$ cat config.mk
export PLATFORM = sky130hd
export DESIGN_NAME = controlador_minado
export DESIGN_NICKNAME = d
export VERILOG_FILES = /design/src/rtl/controlador_minado.sv
export SDC_FILE = /design/constraint.sdc
export NUM_CORES = 1
export LEC_CHECK = 0
export CORE_ASPECT_RATIO = 1.25
export CORE_MARGIN = 2
export CORE_UTILIZATION = 51
export CTS_CLUSTER_SIZE = 40
export DETAILED_ROUTE_END_ITERATION = 6
export PLACE_DENSITY = 0.86
export SYNTH_ARGS = -nofsm -noshare
export SYNTH_HDL_FRONTEND = slang
export SYNTH_SLANG_ARGS = --single-unit
$ cat constraint.sdc
create_clock -name clk -period 5.6 [get_ports clk]
set_clock_uncertainty 0.05 [all_clocks]
set_input_delay 1.4 -clock clk [delete_from_list [all_inputs] [get_ports clk]]
set_output_delay 1.4 -clock clk [all_outputs]
set_load 0.01 [all_outputs]
$ cat src/rtl/controlador_minado.sv
// controlador_minado
//   Sequences a nonce search over an external hash core. Each attempt pulses
//   core_start with the current nonce, waits a bounded number of cycles for
//   core_done, then compares the returned hash_hi against target. The search
//   ends on a passing hash (found), after MAX_TRIES failures (exhausted), or
//   when the core does not answer in time (timeout).
//
// Ports
//   clk          in   1   rising-edge clock
//   reset        in   1   asynchronous active-high reset
//   start        in   1   begin a search (accepted only in IDLE or DONE)
//   abort        in   1   cancel a running search; also blocks start
//   target       in  24   a hash passes when hash_hi < target (unsigned)
//   core_done    in   1   hash core completion pulse, hash_hi valid with it
//   hash_hi      in  24   top 24 bits of the hash result
//   core_start   out  1   one-cycle launch pulse to the hash core
//   nonce        out 32   nonce presented to the hash core
//   busy         out  1   high in LAUNCH, WAIT and CHECK
//   found        out  1   search ended with a passing hash
//   exhausted    out  1   search ended after MAX_TRIES failing hashes
//   timeout      out  1   search ended because core_done never arrived
//   fin          out  1   high while in DONE
//   result_nonce out 32   winning nonce, valid while found=1
//   tries        out 16   attempts completed in the current or last search

module controlador_minado #(
    parameter logic [31:0] NONCE_INIT = 32'h80a9d9e7,
    parameter logic [31:0] NONCE_STEP = 32'h234b724a,
    parameter logic [15:0] MAX_TRIES  = 16'd1000,
    parameter logic [7:0]  TIMEOUT    = 8'd255
) (
    input  logic        clk,
    input  logic        reset,
    input  logic        start,
    input  logic        abort,
    input  logic [23:0] target,
    input  logic        core_done,
    input  logic [23:0] hash_hi,
    output logic        core_start,
    output logic [31:0] nonce,
    output logic        busy,
    output logic        found,
    output logic        exhausted,
    output logic        timeout,
    output logic        fin,
    output logic [31:0] result_nonce,
    output logic [15:0] tries
);

    localparam logic [2:0] S_IDLE   = 3'd0;
    localparam logic [2:0] S_LAUNCH = 3'd1;
    localparam logic [2:0] S_WAIT   = 3'd2;
    localparam logic [2:0] S_CHECK  = 3'd3;
    localparam logic [2:0] S_DONE   = 3'd4;

    logic [2:0]  state_q,      state_d;
    logic [31:0] nonce_q,      nonce_d;
    logic [15:0] tries_q,      tries_d;
    logic        found_q,      found_d;
    logic        exhausted_q,  exhausted_d;
    logic        timeout_q,    timeout_d;
    logic [31:0] result_q,     result_d;
    logic [23:0] hash_q,       hash_d;
    logic [7:0]  wait_cnt_q,   wait_cnt_d;
    logic        core_start_q, core_start_d;
    logic        busy_q,       busy_d;
    logic        fin_q,        fin_d;

    logic [7:0]  wait_elapsed_s;
    logic [15:0] tries_inc_s;
    logic        hash_pass_s;

    // wait_cnt_q counts WAIT cycles already spent; the elapsed count including
    // the current cycle is compared with TIMEOUT, so WAIT lasts at most TIMEOUT
    // cycles and a core_done in the last of them is still accepted.
    assign wait_elapsed_s = wait_cnt_q + 8'd1;
    assign tries_inc_s    = tries_q + 16'd1;
    // target=0 can never pass since nothing is below zero.
    assign hash_pass_s    = (hash_q < target);

    // Search FSM: next state plus nonce/tries/status updates.
    always_comb begin
        state_d     = state_q;
        nonce_d     = nonce_q;
        tries_d     = tries_q;
        found_d     = found_q;
        exhausted_d = exhausted_q;
        timeout_d   = timeout_q;
        result_d    = result_q;
        hash_d      = hash_q;
        wait_cnt_d  = wait_cnt_q;
        case (state_q)
            S_IDLE, S_DONE: begin
                if (start && !abort) begin
                    state_d     = S_LAUNCH;
                    nonce_d     = NONCE_INIT;
                    tries_d     = 16'd0;
                    found_d     = 1'b0;
                    exhausted_d = 1'b0;
                    timeout_d   = 1'b0;
                    result_d    = 32'd0;
                    wait_cnt_d  = 8'd0;
                end else if (start && abort) begin
                    // abort beats start; status flags keep their last value
                    state_d = S_IDLE;
                end else begin
                    state_d = state_q;
                end
            end
            S_LAUNCH: begin
                if (abort) begin
                    state_d     = S_IDLE;
                    found_d     = 1'b0;
                    exhausted_d = 1'b0;
                    timeout_d   = 1'b0;
                end else begin
                    state_d    = S_WAIT;
                    wait_cnt_d = 8'd0;
                end
            end
            S_WAIT: begin
                if (abort) begin
                    state_d     = S_IDLE;
                    found_d     = 1'b0;
                    exhausted_d = 1'b0;
                    timeout_d   = 1'b0;
                end else if (core_done) begin
                    state_d = S_CHECK;
                    hash_d  = hash_hi;
                end else if (wait_elapsed_s == TIMEOUT) begin
                    state_d   = S_DONE;
                    timeout_d = 1'b1;
                end else begin
                    wait_cnt_d = wait_elapsed_s;
                end
            end
            S_CHECK: begin
                if (abort) begin
                    // the attempt is abandoned, so tries is not advanced
                    state_d     = S_IDLE;
                    found_d     = 1'b0;
                    exhausted_d = 1'b0;
                    timeout_d   = 1'b0;
                end else begin
                    tries_d = tries_inc_s;
                    if (hash_pass_s) begin
                        state_d  = S_DONE;
                        found_d  = 1'b1;
                        result_d = nonce_q;
                    end else if (tries_inc_s == MAX_TRIES) begin
                        state_d     = S_DONE;
                        exhausted_d = 1'b1;
                    end else begin
                        state_d = S_LAUNCH;
                        nonce_d = nonce_q + NONCE_STEP;
                    end
                end
            end
            default: begin
                state_d = S_IDLE;
            end
        endcase
    end

    // Registered flags that follow directly from the state being entered.
    always_comb begin
        core_start_d = (state_d == S_LAUNCH);
        busy_d       = (state_d == S_LAUNCH) || (state_d == S_WAIT) || (state_d == S_CHECK);
        fin_d        = (state_d == S_DONE);
    end

    // State and output registers.
    always_ff @(posedge clk or posedge reset) begin
        if (reset) begin
            state_q      <= S_IDLE;
            nonce_q      <= NONCE_INIT;
            tries_q      <= 16'd0;
            found_q      <= 1'b0;
            exhausted_q  <= 1'b0;
            timeout_q    <= 1'b0;
            result_q     <= 32'd0;
            hash_q       <= 24'd0;
            wait_cnt_q   <= 8'd0;
            core_start_q <= 1'b0;
            busy_q       <= 1'b0;
            fin_q        <= 1'b0;
        end else begin
            state_q      <= state_d;
            nonce_q      <= nonce_d;
            tries_q      <= tries_d;
            found_q      <= found_d;
            exhausted_q  <= exhausted_d;
            timeout_q    <= timeout_d;
            result_q     <= result_d;
            hash_q       <= hash_d;
            wait_cnt_q   <= wait_cnt_d;
            core_start_q <= core_start_d;
            busy_q       <= busy_d;
            fin_q        <= fin_d;
        end
    end

    assign core_start   = core_start_q;
    assign nonce        = nonce_q;
    assign busy         = busy_q;
    assign found        = found_q;
    assign exhausted    = exhausted_q;
    assign timeout      = timeout_q;
    assign fin          = fin_q;
    assign result_nonce = result_q;
    assign tries        = tries_q;

endmodule

== Word level (Yosys, flattened, before mapping) ==
Index checks and enable logic that the tools add are counted.

* Add/subtract/negate cells: 3
* Bitwise gates (word level): 1
* Order comparisons: 1
* Reductions and logical operators: 21
* Equal/unequal tests: 26
* Multiplexer cells: 41

{| class="wikitable"
|+ Operator list
! kind !! count
|-
| $mux W32 || 7
|-
| $pmux W32 S2 || 2
|-
| $mux W8 || 5
|-
| $add A32 B30 Y32 const B || 1
|-
| $mux W16 || 2
|-
| $pmux W16 S2 || 1
|-
| $lt A24 B24 Y1 || 1
|-
| $mux W3 || 8
|-
| $pmux W8 S3 || 1
|-
| $ne A2 B2 Y1 const B || 9
|-
| $add A16 B1 Y16 const B || 1
|-
| $eq A16 B10 Y1 const B || 1
|-
| $ne A3 B3 Y1 const B || 5
|-
| $reduce_and A5 Y1 || 3
|-
| $eq A3 B2 Y1 const B || 4
|-
| $pmux W3 S4 || 1
|-
| $mux W1 || 10
|-
| $pmux W1 S3 || 3
|-
| $reduce_bool A3 Y1 || 3
|-
| $add A8 B1 Y8 const B || 1
|-
| $eq A8 B8 Y1 const B || 1
|-
| $reduce_and A4 Y1 || 2
|-
| $eq A3 B1 Y1 const B || 2
|-
| $eq A3 B3 Y1 const B || 2
|-
| 11 further kinds || 17
|}

* Bits of input ports: 53
* Bits in registers: 121

== Depth between registers and ports, before layout ==
* Depth in word-level cells: 9
* Depth in mapped cells: 12

== Worst setup path before layout ==
Ideal clock, no wire load.

* Path kind: input -> register
* Start point: input port target[13]
* End point: register nonce_q[17] (netlist: nonce[17])
* Data arrival time: 3.544 ns
* Required time: 5.472 ns
* Stages: 10
* Setup slack: 1.928 ns
* Path through: inv_1 ha_1 nand4_1 or3_1 a311oi_1 or3_1 nand3_4 buf_2 or4_1 a21oi_1

* Longest elaborated chain between the ends: 3

{| class="wikitable"
|+ RTL lines
! item !! RTL line !! RTL
|-
| start, declared || 36 || <nowiki>input logic [23:0] target,</nowiki>
|-
| $lt A24 B24 Y1 || 79 || <nowiki>assign hash_pass_s = (hash_q < target);</nowiki>
|-
| $ne A2 B2 Y1 (no line) || -- ||
|-
| $reduce_and A5 Y1 (no line) || -- ||
|-
| end signal, assigned || 189 || <nowiki>nonce_q <= nonce_d;</nowiki>
|-
| end, declared || 57 || <nowiki>logic [31:0] nonce_q, nonce_d;</nowiki>
|}

Every way passes these cells.
A chain may end at the register's enable or synchronous reset.

== Final worst setup path ==
* Start point: input port target[14]
* End point: register nonce_q[28] (netlist: nonce[28])

Same word-level chain as after synthesis.

==> impl_metrics.ini <==
[detailed_routing]
drc_errors = 0
initialDrtViolationCount = 459
wl_mm = 16.5
drtAntennaViolNets = 0
wl_per_cell_um = 16.4
avgViaCountPerCell = 5.85
drt_pass1_iterations = 5
num_vias = 5862

[power]
power_frac_clock_pct = 31.9
p_sw_share_pct = 33.0
peakVddDrop_mv = 0.270
power.total_uw = 3440
internal-power_uw = 2300
seqPwrFrac_pct = 39.0
p_per_area_nw_per_um2 = 406
p_switching_uw = 1140
p_leak_uw = 0.00366
p_comb_share_pct = 29.0

[setup_path]
end_kind = register
worstSetupStartpointType = input port
cp.required_ps = 5850
crit_path_frequent_cell = or3_1
critPathTopFamily = simple AND/OR/NAND/NOR gates
cpMaxStageDelayCell = a311oi_1
crit_fanout = 41
cp.arrival_ps = 4620
cpPeakStageDelay_ps = 500
critPathKind = in -> reg
crit_chain = clkdlybuf4s50_1, inv_1, ha_1, nand4_1, or3_1, a311oi_1, or3_1, nand3_4, inv_2, a31oi_1, a41o_1
path_buf_inv = 3

[floorplanning]
rows = 45
fp.dieH_um = 129
initial_utilization_pct = 52.3
ioPinCount = 139
die_w_um = 104
core_um2 = 12200
fp.dieArea_um2 = 13400

[global_routing]
grtUsageTotal_pct = 25.4
grt_pass1_wl_mm = 27.6
grt.overflow.total = 0
grt_start_max_net_pins = 65
grt_pass1_vias = 5918
antenna_found_initial = 0

[place]
port_buffers = 138
gp_congestion = 0.875
dp_hpwl_mm = 11.3

[cts]
cts_setup_buffers = 0
cts_max_path_buffers = 2
cts_htree_levels = 4
path_clk_slew_ps = 60
cts_buffers = 17
clkLatencyLatePin_ps = 420
root_buffer = clkbuf_16
cts.repair.resized = 0
hold_buffers = 0
cts_tree = yes
clock_sinks = 121

[logic_synthesis]
yosys_warnings = 0
syn_area_per_cell_um2 = 9.15
ys_types = 58
synth-edff-count = 0
syn_nets = 775
yosysSeqAreaShare_pct = 47.9
yosys_most_used_dff = dfrtp_1
synthArstFlopShare_pct = 100
synth_area_um2 = 6360
synth-seq-cells = 121
netlist_instances = 695

[finish]
layout_commonest_cell = clkdlybuf4s50_1
drive_above_1_share_pct = 11.1
syn2layout_area_growth_pct = 33.1
nNetsFinal = 905
antenna_cells = 0
layout.cells.most_common_list = 138 x clkdlybuf4s50_1, 111 x nand2_1, 105 x dfrtp_1

[sta]
period_needed_ps = 4370
hold_viol_final = 0
max_slew_margin_pct = 27.3
worst_slew_pin_slew_ps = 1090
tns_ps = 0
rsz0062_at_grt = no
fin_crit_sh_pct = 78.1
finalSetupViolCount = 0
fmax_mhz = 229
slew_viol_final = 0

[min_path]
hp-class = reg -> reg

[flow_run]
maxCapViolations = 0

[outcome]
status = completed
## metal layers
layer  global-route usage (%)  wire length [um]
met5                        0                 0
met4                     12.8               546
met3                     5.22              1000
met2                     46.1              8710
met1                     28.4              6220
## kinds of logic (layout without fill, tap and decap cells)
group	after synthesis	count (layout)	share of synthesized area, %
AO/OA/AOI/OAI	186	186	17.3
multiplexers	27	27	4.72
AND/OR/NAND/NOR	261	261	19.7
flip-flops	121	121	47.9
adder cells (fa/ha/maj)	27	27	5.31
buffers and inverters	66	209	4.13
XOR/XNOR	7	7	0.964
## Yosys cell counts, types with 4 or more instances
cell      instances  share of area [%]
a21oi_1          35                2.8
a31o_2            5               0.69
a31oi_1          10               0.98
and2_1            6               0.59
and3_1           10               0.98
buf_2             6               0.47
clkbuf_1         25                1.5
dfrtp_1         105                 41
dfstp_2          16                6.6
ha_1             27                5.3
inv_1            32                1.9
mux2_2           24                4.3
nand2_1         111                6.6
nand2b_1          7               0.69
nand3_1          23                1.8
nand4_1           8               0.79
nor2_1           44                2.6
nor2b_1           7               0.69
nor3_1            8               0.63
o211ai_1          7               0.83
o21a_1            5               0.59
o21ai_0          88                6.9
o31ai_1          12                1.4
or3_1            18                1.8
or4_1             4               0.47
xnor2_1           4               0.55
## path summary, 6_finish.rpt
kind | from | end | slack, ps | cells past startpoint
max | target[14] | nonce[28]$_DFFE_PP0P_ | 1230 | 11
min | wait_cnt_q[7]$_DFFE_PP0P_ | wait_cnt_q[7]$_DFFE_PP0P_ | 440 | 1
max reg2reg | tries[1]$_DFFE_PP0P_ | nonce[21]$_DFFE_PP1P_ | 1900 | 10
min reg2reg | wait_cnt_q[7]$_DFFE_PP0P_ | wait_cnt_q[7]$_DFFE_PP0P_ | 440 | 1
max in group asynchronous | reset | nonce[1]$_DFFE_PP1P_ | 3110 | 3
min in group asynchronous | reset | wait_cnt_q[6]$_DFFE_PP0P_ | 1420 | 2
## per-stage QoR
stage / util (%) / instances / setup slack (ps) / hold WS [ps] / cell area (um2)
floorplan: - / 695 / 962 / 398 / 6360
global placement: 64.7 / 970 / 1040 / 426 / 7870
detailed placement: 64.7 / 970 / 905 / 435 / 7870
CTS: 69.6 / 1002 / 1240 / 444 / 8460
global route: 69.6 / 1002 / 995 / 476 / 8460
finish: 69.6 / 1002 / 1230 / 444 / 8460
## sequential cells by signal (all words and copies together), names as in the netlist, 3 cells and up
register	flops
nonce	32
result_nonce	32
hash_q	24
tries	16
wait_cnt_q	8
state_q	3
## power groups by stage
stage	logic [uW]	registers (uW)	clock network, uW
after floorplan	541	1330	0
after global placement	927	1330	0
after detailed placement	982	1350	0
after CTS	1000	1340	1100
after global routing	1110	1380	1140
final	998	1340	1100
## cell type report
| type | instances | area (um2) |
|---|---|---|
| clock inverter | 13 | 145 |
| timing repair buffer | 144 | 1430 |
| fill | 927 | 3700 |
| clock buffer | 19 | 453 |
| sequential | 121 | 3050 |
| tap | 164 | 205 |
| multi-input combinational | 508 | 3060 |
| inverter | 33 | 126 |
(Power assumes the default switching activity.)
